$ cat src/rtl/mem_stage_if.sv
// Data-memory request/ready bus between the MEM stage (master) and data memory (slave).
interface mem_stage_if;
  logic        dmem_req;
  logic        dmem_we;
  logic        dmem_size;
  logic [63:0] dmem_addr;
  logic [63:0] dmem_wdata;
  logic [63:0] dmem_rdata;
  logic        dmem_ready;

  modport master (
    output dmem_req, dmem_we, dmem_size, dmem_addr, dmem_wdata,
    input  dmem_rdata, dmem_ready
  );

  modport slave (
    input  dmem_req, dmem_we, dmem_size, dmem_addr, dmem_wdata,
    output dmem_rdata, dmem_ready
  );
endinterface

$ cat src/rtl/mem_stage.sv
// EX/MEM pipeline register plus data-memory access controller (IDLE/REQ/DONE).
// Optional REQ timeout with sticky MemErr is enabled by defining MEM_TIMEOUT_EN.
module mem_stage #(
  parameter int TIMEOUT_CYCLES = 16
) (
  input  logic        clk,
  input  logic        reset,
  input  logic [4:0]  ExAw,
  input  logic [63:0] ExALUOut,
  input  logic [63:0] ExStoreData,
  input  logic        ExRegWrite,
  input  logic        ExMem2Reg,
  input  logic        ExMemRead,
  input  logic        ExMemWrite,
  input  logic        ExByte,
  output logic [4:0]  MemAw,
  output logic [63:0] MemALUOut,
  output logic [63:0] MemOut,
  output logic        MemRegWrite,
  output logic        MemMem2Reg,
  output logic        MemStall,
  mem_stage_if.master dmem,
  output logic        MemErr
);

  if (TIMEOUT_CYCLES < 1) begin : g_timeout_check
    $error("TIMEOUT_CYCLES must be at least 1");
  end

  typedef enum logic [1:0] {IDLE, REQ, DONE} state_t;

  state_t      state_q, state_d;
  logic [4:0]  aw_q, aw_d;
  logic [63:0] alu_q, alu_d;
  logic [63:0] sdata_q, sdata_d;
  logic [63:0] mem_out_q, mem_out_d;
  logic        reg_write_q, reg_write_d;
  logic        mem2reg_q, mem2reg_d;
  logic        mem_read_q, mem_read_d;
  logic        mem_write_q, mem_write_d;
  logic        byte_sel_q, byte_sel_d;
  logic        timeout_hit;
  logic        abort;
  logic        in_req;

  assign in_req = (state_q == REQ);

`ifdef MEM_TIMEOUT_EN
  localparam int CNT_W = $clog2(TIMEOUT_CYCLES + 1);

  logic [CNT_W-1:0] cnt_q, cnt_d;
  logic             err_q, err_d;
  logic             abort_q, abort_d;

  // The current REQ cycle is the TIMEOUT_CYCLES-th one and memory still has not answered.
  assign timeout_hit = in_req && !dmem.dmem_ready && (cnt_q == CNT_W'(TIMEOUT_CYCLES - 1));

  always_comb begin
    cnt_d   = (in_req && !dmem.dmem_ready) ? cnt_q + 1'b1 : '0;
    abort_d = timeout_hit;
    err_d   = err_q | timeout_hit;
  end

  always_ff @(posedge clk or posedge reset) begin
    if (reset) begin
      cnt_q   <= '0;
      err_q   <= 1'b0;
      abort_q <= 1'b0;
    end else begin
      cnt_q   <= cnt_d;
      err_q   <= err_d;
      abort_q <= abort_d;
    end
  end

  assign abort  = abort_q;
  assign MemErr = err_q;
`else
  assign timeout_hit = 1'b0;
  assign abort       = 1'b0;
  assign MemErr      = 1'b0;
`endif

  always_comb begin
    state_d     = state_q;
    aw_d        = aw_q;
    alu_d       = alu_q;
    sdata_d     = sdata_q;
    mem_out_d   = mem_out_q;
    reg_write_d = reg_write_q;
    mem2reg_d   = mem2reg_q;
    mem_read_d  = mem_read_q;
    mem_write_d = mem_write_q;
    byte_sel_d  = byte_sel_q;
    // Outside REQ the register loads every edge; dmem_ready is irrelevant there.
    if (!in_req) begin
      aw_d        = ExAw;
      alu_d       = ExALUOut;
      sdata_d     = ExStoreData;
      reg_write_d = ExRegWrite;
      mem2reg_d   = ExMem2Reg;
      mem_read_d  = ExMemRead;
      mem_write_d = ExMemWrite;
      byte_sel_d  = ExByte;
      state_d     = (ExMemRead || ExMemWrite) ? REQ : IDLE;
    end else if (dmem.dmem_ready) begin
      state_d = DONE;
      if (mem_read_q) begin
        mem_out_d = byte_sel_q ? {56'b0, dmem.dmem_rdata[7:0]} : dmem.dmem_rdata;
      end
    end else if (timeout_hit) begin
      state_d   = DONE;
      mem_out_d = '0;
    end
  end

  always_ff @(posedge clk or posedge reset) begin
    if (reset) begin
      state_q     <= IDLE;
      aw_q        <= '0;
      alu_q       <= '0;
      sdata_q     <= '0;
      mem_out_q   <= '0;
      reg_write_q <= 1'b0;
      mem2reg_q   <= 1'b0;
      mem_read_q  <= 1'b0;
      mem_write_q <= 1'b0;
      byte_sel_q  <= 1'b0;
    end else begin
      state_q     <= state_d;
      aw_q        <= aw_d;
      alu_q       <= alu_d;
      sdata_q     <= sdata_d;
      mem_out_q   <= mem_out_d;
      reg_write_q <= reg_write_d;
      mem2reg_q   <= mem2reg_d;
      mem_read_q  <= mem_read_d;
      mem_write_q <= mem_write_d;
      byte_sel_q  <= byte_sel_d;
    end
  end

  assign MemAw       = aw_q;
  assign MemALUOut   = alu_q;
  assign MemOut      = mem_out_q;
  assign MemMem2Reg  = mem2reg_q;
  assign MemStall    = in_req;
  assign MemRegWrite = reg_write_q && !in_req && !abort;

  assign dmem.dmem_req   = in_req;
  assign dmem.dmem_we    = in_req && mem_write_q;
  assign dmem.dmem_size  = in_req && byte_sel_q;
  assign dmem.dmem_addr  = alu_q;
  assign dmem.dmem_wdata = sdata_q;

endmodule

$ cat src/flat_wrapper.sv
// flat-port wrapper written by rule: the top's interface ports become plain ports
module mem_stage_flat 
#(
  parameter int TIMEOUT_CYCLES = 16
)
  (clk, reset, ExAw, ExALUOut, ExStoreData, ExRegWrite, ExMem2Reg, ExMemRead, ExMemWrite, ExByte, MemAw, MemALUOut, MemOut, MemRegWrite, MemMem2Reg, MemStall, MemErr, dmem_dmem_req, dmem_dmem_we, dmem_dmem_size, dmem_dmem_addr, dmem_dmem_wdata, dmem_dmem_rdata, dmem_dmem_ready);
  mem_stage_if dmem_i ();
  input  logic clk;
  input  logic reset;
  input  logic [4:0] ExAw;
  input  logic [63:0] ExALUOut;
  input  logic [63:0] ExStoreData;
  input  logic ExRegWrite;
  input  logic ExMem2Reg;
  input  logic ExMemRead;
  input  logic ExMemWrite;
  input  logic ExByte;
  output logic [4:0] MemAw;
  output logic [63:0] MemALUOut;
  output logic [63:0] MemOut;
  output logic MemRegWrite;
  output logic MemMem2Reg;
  output logic MemStall;
  output logic MemErr;
  output wire logic [$bits(dmem_i.dmem_req)-1:0] dmem_dmem_req;
  output wire logic [$bits(dmem_i.dmem_we)-1:0] dmem_dmem_we;
  output wire logic [$bits(dmem_i.dmem_size)-1:0] dmem_dmem_size;
  output wire logic [$bits(dmem_i.dmem_addr)-1:0] dmem_dmem_addr;
  output wire logic [$bits(dmem_i.dmem_wdata)-1:0] dmem_dmem_wdata;
  input wire logic [$bits(dmem_i.dmem_rdata)-1:0] dmem_dmem_rdata;
  input wire logic [$bits(dmem_i.dmem_ready)-1:0] dmem_dmem_ready;
  assign dmem_dmem_req = dmem_i.dmem_req;
  assign dmem_dmem_we = dmem_i.dmem_we;
  assign dmem_dmem_size = dmem_i.dmem_size;
  assign dmem_dmem_addr = dmem_i.dmem_addr;
  assign dmem_dmem_wdata = dmem_i.dmem_wdata;
  assign dmem_i.dmem_rdata = dmem_dmem_rdata;
  assign dmem_i.dmem_ready = dmem_dmem_ready;
  mem_stage #(.TIMEOUT_CYCLES(TIMEOUT_CYCLES)) u_core (.clk(clk), .reset(reset), .ExAw(ExAw), .ExALUOut(ExALUOut), .ExStoreData(ExStoreData), .ExRegWrite(ExRegWrite), .ExMem2Reg(ExMem2Reg), .ExMemRead(ExMemRead), .ExMemWrite(ExMemWrite), .ExByte(ExByte), .MemAw(MemAw), .MemALUOut(MemALUOut), .MemOut(MemOut), .MemRegWrite(MemRegWrite), .MemMem2Reg(MemMem2Reg), .MemStall(MemStall), .dmem(dmem_i), .MemErr(MemErr));
endmodule
$ cat config.mk
export PLATFORM = sky130hd
export DESIGN_NAME = mem_stage_flat
export DESIGN_NICKNAME = d
export VERILOG_FILES = /design/src/rtl/mem_stage_if.sv /design/src/rtl/mem_stage.sv /design/src/flat_wrapper.sv
export SDC_FILE = /design/constraint.sdc
export NUM_CORES = 1
export LEC_CHECK = 0
export ABC_AREA = 0
export CAP_MARGIN = 5
export CORE_AREA = 2 2 185 187
export DETAILED_ROUTE_END_ITERATION = 10
export DIE_AREA = 0 0 187 189
export GPL_TIMING_DRIVEN = 0
export MAX_ROUTING_LAYER = met4
export SYNTH_ARGS = -nofsm -noshare
export SYNTH_HDL_FRONTEND = slang
export SYNTH_SLANG_ARGS = --single-unit
$ cat constraint.sdc
create_clock -name clk -period 13.6 [get_ports clk]
set_clock_uncertainty 0.2 [all_clocks]
set_input_delay 3.4 -clock clk [delete_from_list [all_inputs] [get_ports clk]]
set_output_delay 3.4 -clock clk [all_outputs]
set_load 0.05 [all_outputs]
==> results.tsv <==
metric	value	unit
status	finished clean	
io_buffers	471	
drive_above_1_share	20.5	%
highest_layer	met4	
worst_pin_slew	0.594	ns
drt_first_pass_iters	4	
required	10.00	ns
worstSetupPathType	reg2out	
drc	0	
grt_pass1_vias	6655	
finalHoldViolations	0	
grt_start_max_net_pins	104	
p_seq_share	27.9	%
holdCritPathClass	reg2reg	
hpwl	20.0	mm
drt-met1-wl	10.8	mm
grt_antenna_before_repair	0	
yosysSeqAreaShare	58.1	%
route.met3.wl	1.85	mm
power.switching	1.37	mW
synth_area	8780	sq um
gp_congestion	0.824	
finish.net_count	1272	
register_area	5100	sq um
setup_viol	0	
drt-total-wl	26.4	mm
pwr-share-clk	19.8	%
cts_hold_buf	0	
drt-wirelength-per-cell	17.2	um
peakVddDrop	0.123	mV
syn_area_per_cell	15.5	sq um
overflow	0	
critPathMaxFanout	10	
swShare	43.3	%
timing.fmax	165	MHz
cap_violations	0	
clock_path_buffers	3	
synth_nets	772	
final.setup.tns	0	ns
start_kind	register	
antenna_cells	0	
nFillCells	3095	
p_leak	6.30	nW
tritoncts	built	
h-tree-depth	1	
maxSlewViolCount	0	
period_share	44.7	%
post-place-ws	8.06	ns
synthSimpleGateAreaFrac	4.69	%
synthMuxAreaShare	28.6	%
insertion_delay	0.52	ns
yosys.area_share.adder	0	%
ys_warn_count	0	
die_x	187	um
multi_input_area	2930	sq um
layout_setup_ws	7.52	ns
track_usage	14.9	%
yosys.cell_types.count	19	
rsz0062_at_grt	false	
core_area	33300	sq um
synthXorXnorAreaFrac	0	%
clock_sinks	204	
drt_iter0_markers	103	
numCtsBuffers	25	
via_per_inst	4.07	
period_needed	6.08	ns
relSlewSlack	60.3	%
grt_pass1_wl	39.9	mm
synth-compound-area-share	0	%
cts_resized	0	
ios	473	
fp.dieArea	35300	sq um
cts.clk_slew.worst_paths	0.06	ns
met2WireLength	13.1	mm
worstPathArrival	2.48	ns
synth_seq_cells	204	
synth_top_family_by_area	multiplexers	
cts_setup_buffers	0	
ant_nets	0	
syn_to_final_growth	69.5	%
clock_tree.root_cell	clkbuf_16	
comb_power_share	52.3	%
pwr_density_cell	213	nW/um^2
internal_power	1.80	mW
cp-end-kind	output port	
num_rows	67	
fp.dieH	189	um
synth_cells	567	
initial_core_util	26.4	%
vias	6221	
-- registers in the layout, summed over array words and instances, names as in the netlist, 2 cells and up --
register and cells:
u_core.MemOut 64, u_core.MemALUOut 64, u_core.dmem.dmem_wdata 64, u_core.MemAw 5, u_core.state_q 2
-- path summary, 6_finish.rpt --
kind / slack, ns / cells past startpoint / startpoint / to
min: 0.28 / 1 / u_core.MemAw[4] / u_core.MemAw[4]
max in group asynchronous: 9.50 / 3 / reset / u_core.MemALUOut[3]
max reg2reg: 11.62 / 4 / u_core.state_q[0] / u_core.byte_sel_q
max: 7.52 / 5 / u_core.state_q[0] / MemRegWrite
min in group asynchronous: 3.22 / 3 / reset / u_core.dmem.dmem_wdata[51]
min reg2reg: 0.28 / 1 / u_core.MemAw[4] / u_core.MemAw[4]
-- kinds of logic (layout without fill, tap and decap cells) --
logic type | after synthesis | after routing
DFF | 204 | 204
muxes | 203 | 203
buffers and inverters | 96 | 611
and+or+nand+nor | 63 | 63
other | 1 | 1
-- per-layer routing --
metal  vias up  GRT usage (%)
met4         0           3.94
met2       280           25.6
met3        41           3.48
li1       2855              -
met5         -              -
met1      3045           17.5
-- cell usage in the layout, fill, tap and decap left out --
cell / n
nor2b_1: 52
buf_2: 16
buf_4: 67
clkbuf_1: 10
clkbuf_8: 4
clkinv_2: 3
and2_1: 4
and2b_1: 4
nand2b_4: 1
conb_1: 1
mux2i_1: 1
inv_2: 1
clkinvlp_4: 2
buf_12: 7
dfrtp_1: 204
mux2_1: 112
clkdlybuf4s50_1: 471
clkbuf_16: 25
and4b_4: 1
mux2_2: 30
bufinv_16: 1
buf_16: 2
nor2_1: 1
mux2_4: 60
inv_8: 1
buf_6: 1
-- worst max-delay path, cell delays in order (launching register included) --
cell and delay, ns:
dfrtp_1 0.40, nand2b_4 0.10, buf_2 0.28, buf_6 0.21, and2_1 0.14, clkdlybuf4s50_1 0.81
-- metrics by stage --
| step | cells | hold WS (ns) | cell area (sq um) | power (mW) | util, % |
|---|---|---|---|---|---|
| after floorplan | 567 | 0.249 | 8780 | 1.97 | - |
| after global placement | 1486 | 0.262 | 14100 | 2.55 | 42.2 |
| after detailed placement | 1488 | 0.274 | 14100 | 2.57 | 42.4 |
| after CTS | 1530 | 0.287 | 14900 | 3.22 | 44.7 |
| after global routing | 1530 | 0.295 | 14900 | 3.30 | 44.7 |
| final | 1530 | 0.280 | 14900 | 3.17 | 44.7 |
-- power groups by stage --
stage,clock (mW),sequential (mW),combinational [mW]
floorplan,0,1.48,0.499
finish,0.629,0.885,1.66
global route,0.677,0.909,1.72
CTS,0.655,0.887,1.68
global placement,0,0.891,1.66
detailed placement,0,0.891,1.67
-- cells in the mapped netlist, drive strengths merged --
master	instances	area, sq um
and2	4	25.0
conb	1	3.75
nand2b	1	13.8
clkbuf	3	11.3
buf	91	734
nor2b	52	325
nor2	1	3.75
dfrtp	204	5100
inv	2	7.50
and2b	4	30.0
mux2	202	2500
and4b	1	13.8
mux2i	1	10.0
-- final cells by class --
class | instances | share of cell area (%)
Clock buffer | 36 | 4.75
Clock inverter | 6 | 0.403
Multi-Input combinational cell | 267 | 19.6
Tap cell | 448 | 3.77
Inverter | 2 | 0.101
Sequential cell | 204 | 34.3
Timing Repair Buffer | 473 | 32.0
Buffer | 94 | 5.01
(Power assumes the default switching activity.)
